===== src/rtl/val2_generator_seq.sv =====
// Operand-2 generator for the EXE stage: immediate rotate, memory offset and
// immediate/register-amount shifts done iteratively, STEP bits per cycle.
module val2_generator_seq #(
    parameter int unsigned WIDTH = 32,
    parameter int unsigned STEP  = 1
) (
    input  logic             clk,
    input  logic             rst_n,
    input  logic             in_valid,
    output logic             in_ready,
    input  logic [WIDTH-1:0] Rm,
    input  logic [WIDTH-1:0] Rs,
    input  logic [11:0]      shift_operand,
    input  logic             immd,
    input  logic             is_mem_command,
    input  logic             carry_in,
    output logic             out_valid,
    input  logic             out_ready,
    output logic [WIDTH-1:0] val2_out,
    output logic             carry_out
);

    localparam int unsigned CW = $clog2(WIDTH + 2);
    localparam logic [CW-1:0] StepC   = CW'(STEP);
    localparam logic [7:0]    MaxLs   = 8'(WIDTH + 1);
    localparam logic [7:0]    MaxAsr  = 8'(WIDTH);
    localparam logic [7:0]    RorMask = 8'(WIDTH - 1);

    typedef enum logic [1:0] {StIdle, StShift, StDone} state_e;

    state_e           state_q, state_d;
    logic [WIDTH-1:0] val_q, val_d;
    logic [1:0]       type_q, type_d;
    logic [CW-1:0]    cnt_q, cnt_d;
    logic [WIDTH-1:0] val2_q, val2_d;
    logic             cout_q, cout_d;

    logic [WIDTH-1:0] ld_val, imm_ext;
    logic             ld_carry;
    logic [CW-1:0]    ld_cnt;
    logic [7:0]       amt, ror_amt;
    logic [31:0]      rot;

    logic             unused_rs;
    assign unused_rs = ^Rs[WIDTH-1:8];

    // Load-cycle decode: everything with a zero remaining count is resolved here.
    always_comb begin
        ld_val   = Rm;
        ld_carry = carry_in;
        ld_cnt   = '0;
        imm_ext  = {{(WIDTH-8){1'b0}}, shift_operand[7:0]};
        rot      = 32'({shift_operand[11:8], 1'b0});
        amt      = shift_operand[4] ? Rs[7:0] : {3'b000, shift_operand[11:7]};
        ror_amt  = amt & RorMask;
        // Immediate LSR #0 / ASR #0 stand for a shift of 32.
        if (!shift_operand[4] && amt == 8'd0 &&
            (shift_operand[6:5] == 2'b01 || shift_operand[6:5] == 2'b10)) begin
            amt = 8'd32;
        end
        if (is_mem_command) begin
            ld_val = {{(WIDTH-12){1'b0}}, shift_operand};
        end else if (immd) begin
            ld_val   = (imm_ext >> rot) | (imm_ext << (WIDTH - rot));
            ld_carry = (shift_operand[11:8] == 4'd0) ? carry_in : ld_val[WIDTH-1];
        end else if (!shift_operand[4] && shift_operand[6:5] == 2'b11 && amt == 8'd0) begin
            ld_val   = {carry_in, Rm[WIDTH-1:1]};
            ld_carry = Rm[0];
        end else if (amt != 8'd0) begin
            case (shift_operand[6:5])
                2'b00, 2'b01: ld_cnt = CW'((amt > MaxLs) ? MaxLs : amt);
                2'b10:        ld_cnt = CW'((amt > MaxAsr) ? MaxAsr : amt);
                default: begin
                    ld_cnt = CW'(ror_amt);
                    if (ror_amt == 8'd0) ld_carry = Rm[WIDTH-1];
                end
            endcase
        end
    end

    logic [CW-1:0]    step_k;
    logic [31:0]      k32;
    logic [WIDTH-1:0] sh_val, lsl_m1, lsr_m1;
    logic             sh_carry;

    // One SHIFT step; the carry is the last bit to leave, found by shifting k-1.
    always_comb begin
        step_k   = (cnt_q < StepC) ? cnt_q : StepC;
        k32      = 32'(step_k);
        lsl_m1   = val_q << (step_k - CW'(1));
        lsr_m1   = val_q >> (step_k - CW'(1));
        sh_val   = val_q;
        sh_carry = 1'b0;
        case (type_q)
            2'b00: begin
                sh_val   = val_q << step_k;
                sh_carry = lsl_m1[WIDTH-1];
            end
            2'b01: begin
                sh_val   = val_q >> step_k;
                sh_carry = lsr_m1[0];
            end
            2'b10: begin
                sh_val   = $signed(val_q) >>> step_k;
                sh_carry = lsr_m1[0];
            end
            default: begin
                sh_val   = (val_q >> step_k) | (val_q << (WIDTH - k32));
                sh_carry = lsr_m1[0];
            end
        endcase
    end

    always_comb begin
        state_d = state_q;
        val_d   = val_q;
        type_d  = type_q;
        cnt_d   = cnt_q;
        val2_d  = val2_q;
        cout_d  = cout_q;
        case (state_q)
            StIdle: begin
                if (in_valid) begin
                    val_d  = ld_val;
                    type_d = shift_operand[6:5];
                    cnt_d  = ld_cnt;
                    if (ld_cnt == '0) begin
                        state_d = StDone;
                        val2_d  = ld_val;
                        cout_d  = ld_carry;
                    end else begin
                        state_d = StShift;
                    end
                end
            end
            StShift: begin
                val_d = sh_val;
                cnt_d = cnt_q - step_k;
                if (cnt_q == step_k) begin
                    state_d = StDone;
                    val2_d  = sh_val;
                    cout_d  = sh_carry;
                end
            end
            StDone: begin
                if (out_ready) state_d = StIdle;
            end
            default: state_d = StIdle;
        endcase
    end

    always_ff @(posedge clk or negedge rst_n) begin
        if (!rst_n) begin
            state_q <= StIdle;
            val_q   <= '0;
            type_q  <= 2'b00;
            cnt_q   <= '0;
            val2_q  <= '0;
            cout_q  <= 1'b0;
        end else begin
            state_q <= state_d;
            val_q   <= val_d;
            type_q  <= type_d;
            cnt_q   <= cnt_d;
            val2_q  <= val2_d;
            cout_q  <= cout_d;
        end
    end

    assign in_ready  = (state_q == StIdle);
    assign out_valid = (state_q == StDone);
    assign val2_out  = val2_q;
    assign carry_out = cout_q;

endmodule


===== config.mk =====
export PLATFORM = sky130hd
export DESIGN_NAME = val2_generator_seq
export DESIGN_NICKNAME = d
export VERILOG_FILES = /design/src/rtl/val2_generator_seq.sv
export SDC_FILE = /design/constraint.sdc
export NUM_CORES = 1
export LEC_CHECK = 0
export ABC_AREA = 1
export CAP_MARGIN = 20
export CORE_MARGIN = 10
export CORE_UTILIZATION = 45
export CTS_CLUSTER_SIZE = 12
export DETAILED_ROUTE_END_ITERATION = 7
export GPL_ROUTABILITY_DRIVEN = 0
export PLACE_DENSITY = 0.74
export SLEW_MARGIN = 10
export SYNTH_ARGS = -nofsm -noshare
export SYNTH_HDL_FRONTEND = slang
export SYNTH_SLANG_ARGS = --single-unit

===== constraint.sdc =====
create_clock -name clk -period 3.37 [get_ports clk]
set_input_delay 0.674 -clock clk [delete_from_list [all_inputs] [get_ports clk]]
set_output_delay 0.674 -clock clk [all_outputs]
set_load 0.03 [all_outputs]

==> results.sh <==
export IMPL_layout_nets=1262
export IMPL_multiInputGateArea_um2=3980
export IMPL_hold_buffers=0
export IMPL_grt_max_degree=76
export IMPL_yosysUniqueCellTypes=45
export IMPL_avgViaCountPerCell=5.76
export IMPL_track_usage_pct=22.9
export IMPL_detail_route_antenna_nets=0
export IMPL_worst_pin_slew_ns=0.962
export IMPL_ys_async_sr_fraction_pct=100
export IMPL_drv_cap=0
export IMPL_power_density_nw_per_um2=934
export IMPL_synth_area_leaders="dfrtp_1, nand2_1, o21ai_0, nand3_1, inv_1"
export IMPL_numClockSinks=75
export IMPL_outcome="complete, but fails checks"
export IMPL_clockRootBuffer="clkbuf_16"
export IMPL_dr_wl_met3_mm=2.89
export IMPL_ys_warn_count=0
export IMPL_area_delta_synth_final_pct=23.8
export IMPL_synthCells=1084
export IMPL_skew_ns=0.00833
export IMPL_final_cells=1355
export IMPL_hpwl_mm=17.7
export IMPL_dieArea_um2=19800
export IMPL_met1Wirelength_mm=10.0
export IMPL_core_area_um2=14000
export IMPL_placedCellCount=1339
export IMPL_fin_ws_ns=0.322
export IMPL_synth_edf_count=0
export IMPL_hold_violations=0
export IMPL_violations="design-rule violations"
export IMPL_crit_path_end_kind="register"
export IMPL_irDropWorstVdd_uv=413
export IMPL_startpoint_type="input port"
export IMPL_pin_count=118
export IMPL_post_place_ws_ns=0.134
export IMPL_grt_pass1_wl_mm=37.0
export IMPL_layout_drive_gt1_share_pct=7.23
export IMPL_arrival_ns=3.28
export IMPL_p_leak_nw=3.96
export IMPL_fillCellCount=1395
export IMPL_worst_hold_path_type="in -> async"
export IMPL_min_period_ns=3.05
export IMPL_syn_nets=1176
export IMPL_drc=9
export IMPL_cts_buffers=9
export IMPL_drt_wl_total_mm=23.3
export IMPL_n_antenna_cell=0
export IMPL_cts_clk_slew_worst_paths_ns=0.06
export IMPL_layout_worst_path_cycle_share_pct=90.4
export IMPL_required_ns=3.60
export IMPL_portBuffers=93
export IMPL_setup_violations=0
export IMPL_ys_flop_type="dfrtp_1"
export IMPL_cp_max_fo=14
export IMPL_first_global_vias=6942
export IMPL_num_vias=7802
export IMPL_netlist_area_um2=6540
export IMPL_h_tree_depth=3
export IMPL_gr_total_overflow=0
export IMPL_antenna_found_initial=0
export IMPL_cts_tree="built"
export IMPL_clockBufferDepth=2
export IMPL_slew_viol_final=0
export IMPL_slew_headroom_pct=35.9
export IMPL_critPathKind="in -> reg"
export IMPL_initial_utilization_pct=46.6
export IMPL_synth_top_area_share_pct=28.7
export IMPL_clock_latency_ns=0.35
export IMPL_avgSynthCellArea_um2=6.03
export IMPL_met2_length_mm=9.77
export IMPL_drt_iter0_markers=1271
export IMPL_fin_setup_tns_ns=0
export IMPL_seq_area_frac_synth_pct=28.7
export IMPL_post_drt_wl_per_cell_um=17.2
export IMPL_rsz0062_at_grt="no"
export IMPL_rows=43
export IMPL_max_freq_ghz=0.328
export IMPL_yosys_register_bits=75
export IMPL_postCtsResizedCells=0
export IMPL_die_h_um=141
export IMPL_synth_top_area_cell="dfrtp_1"
export IMPL_dr_pass1_iters=8
export IMPL_highest_layer="met4"
export IMPL_register_area_um2=1880
export IMPL_die_w_um=141
export IMPL_post_cts_setup_buffer_count=0
-- per-layer routing --
metal | vias up | GRT usage [%]
met2 | 489 | 33.0
met4 | 0 | 7.23
met1 | 3491 | 32.2
met5 | - | 0
li1 | 3760 | -
met3 | 62 | 6.29
-- layout make-up --
class	count	share of cell area [%]
inverters	109	5.05
multi-input cells	838	49.1
well taps	180	2.78
flip-flops and latches	75	23.2
repair buffers	137	16.3
clock inverters	7	0.803
clock buffers	9	2.78
-- flip-flops by register name, indices dropped and copies added, names as in the netlist --
| name | flops |
|---|---|
| state_q | 2 |
| val_q | 32 |
| val2_out | 32 |
| cnt_q | 6 |
| carry_out | 1 |
| type_q | 2 |
-- cell usage after synthesis, drive strengths merged (2+ instances only) --
cell	count
a211oi	2
a21oi	49
a221oi	3
a22oi	4
a311oi	2
a31oi	7
buf	20
clkbuf	42
clkinv	2
dfrtp	75
ha	9
inv	107
nand2	354
nand3	83
nand4	3
nor2	85
nor3	6
nor4	2
o211ai	22
o21ai	166
o21bai	3
o221ai	2
o22ai	24
or2	2
xor2	2
-- power by group --
group / switching (W) / internal, W / leakage, nW
Clock: 0.000452 / 0.000517 / 0.140
Sequential: 0.000210 / 0.00127 / 0.980
Combinational: 0.00348 / 0.00163 / 2.84
Total: 0.00415 / 0.00341 / 3.96
-- cells by family after synthesis --
| group | synth area share [%] |
|---|---|
| and+or+nand+nor | 33.7 |
| other | 0.0573 |
| AOI/OAI and AO/OA | 24.7 |
| buffers and inverters | 10.7 |
| xor gates and xnor gates | 0.268 |
| muxes | 0.172 |
| adders and majority gates | 1.72 |
| DFF | 28.7 |
-- worst paths after layout --
path | from | to | slack [ns] | cells after the start
max | shift_operand[9] | val_q[8] | 0.32 | 12
min in group clk | val2_out[21] | val2_out[21] | 0.47 | 2
max in group asynchronous | rst_n | val2_out[8] | 2.27 | 1
min reg2reg | val2_out[21] | val2_out[21] | 0.47 | 2
min | rst_n | cnt_q[4] | 0.44 | 1
max reg2reg | cnt_q[4] | val_q[23] | 0.44 | 15
-- placed cells by master (no fill, tap or decap), types with 9 or more instances in the layout --
cell type	n
nand2_1	349
o21ai_0	162
inv_1	102
clkdlybuf4s50_1	92
nor2_1	80
nand3_1	79
dfrtp_1	75
a21oi_1	49
buf_4	40
o22ai_1	24
o211ai_1	22
ha_1	9
clkbuf_16	9
-- through the flow --
stage / utilization, % / hold slack, ns / total power [W] / instance area (µm²)
CTS: 57.7 / 0.474 / 0.00746 / 8100
global route: 57.7 / 0.488 / 0.00820 / 8100
floorplan: - / 0.378 / 0.00497 / 6540
global placement: 55.6 / 0.455 / 0.00642 / 7810
detailed placement: 55.6 / 0.458 / 0.00647 / 7810
finish: 57.7 / 0.441 / 0.00756 / 8100
-- worst max-delay path: stages --
cell and delay [ns]:
clkdlybuf4s50_1 0.52, inv_1 0.13, ha_1 0.32, inv_1 0.28, o21ai_0 0.25, o21ai_0 0.45, o22ai_1 0.16, nor2_1 0.13
a21oi_1 0.08, buf_4 0.16, nand2_1 0.05, o21ai_0 0.08
No activity file was read; power rests on OpenSTA's default activity.
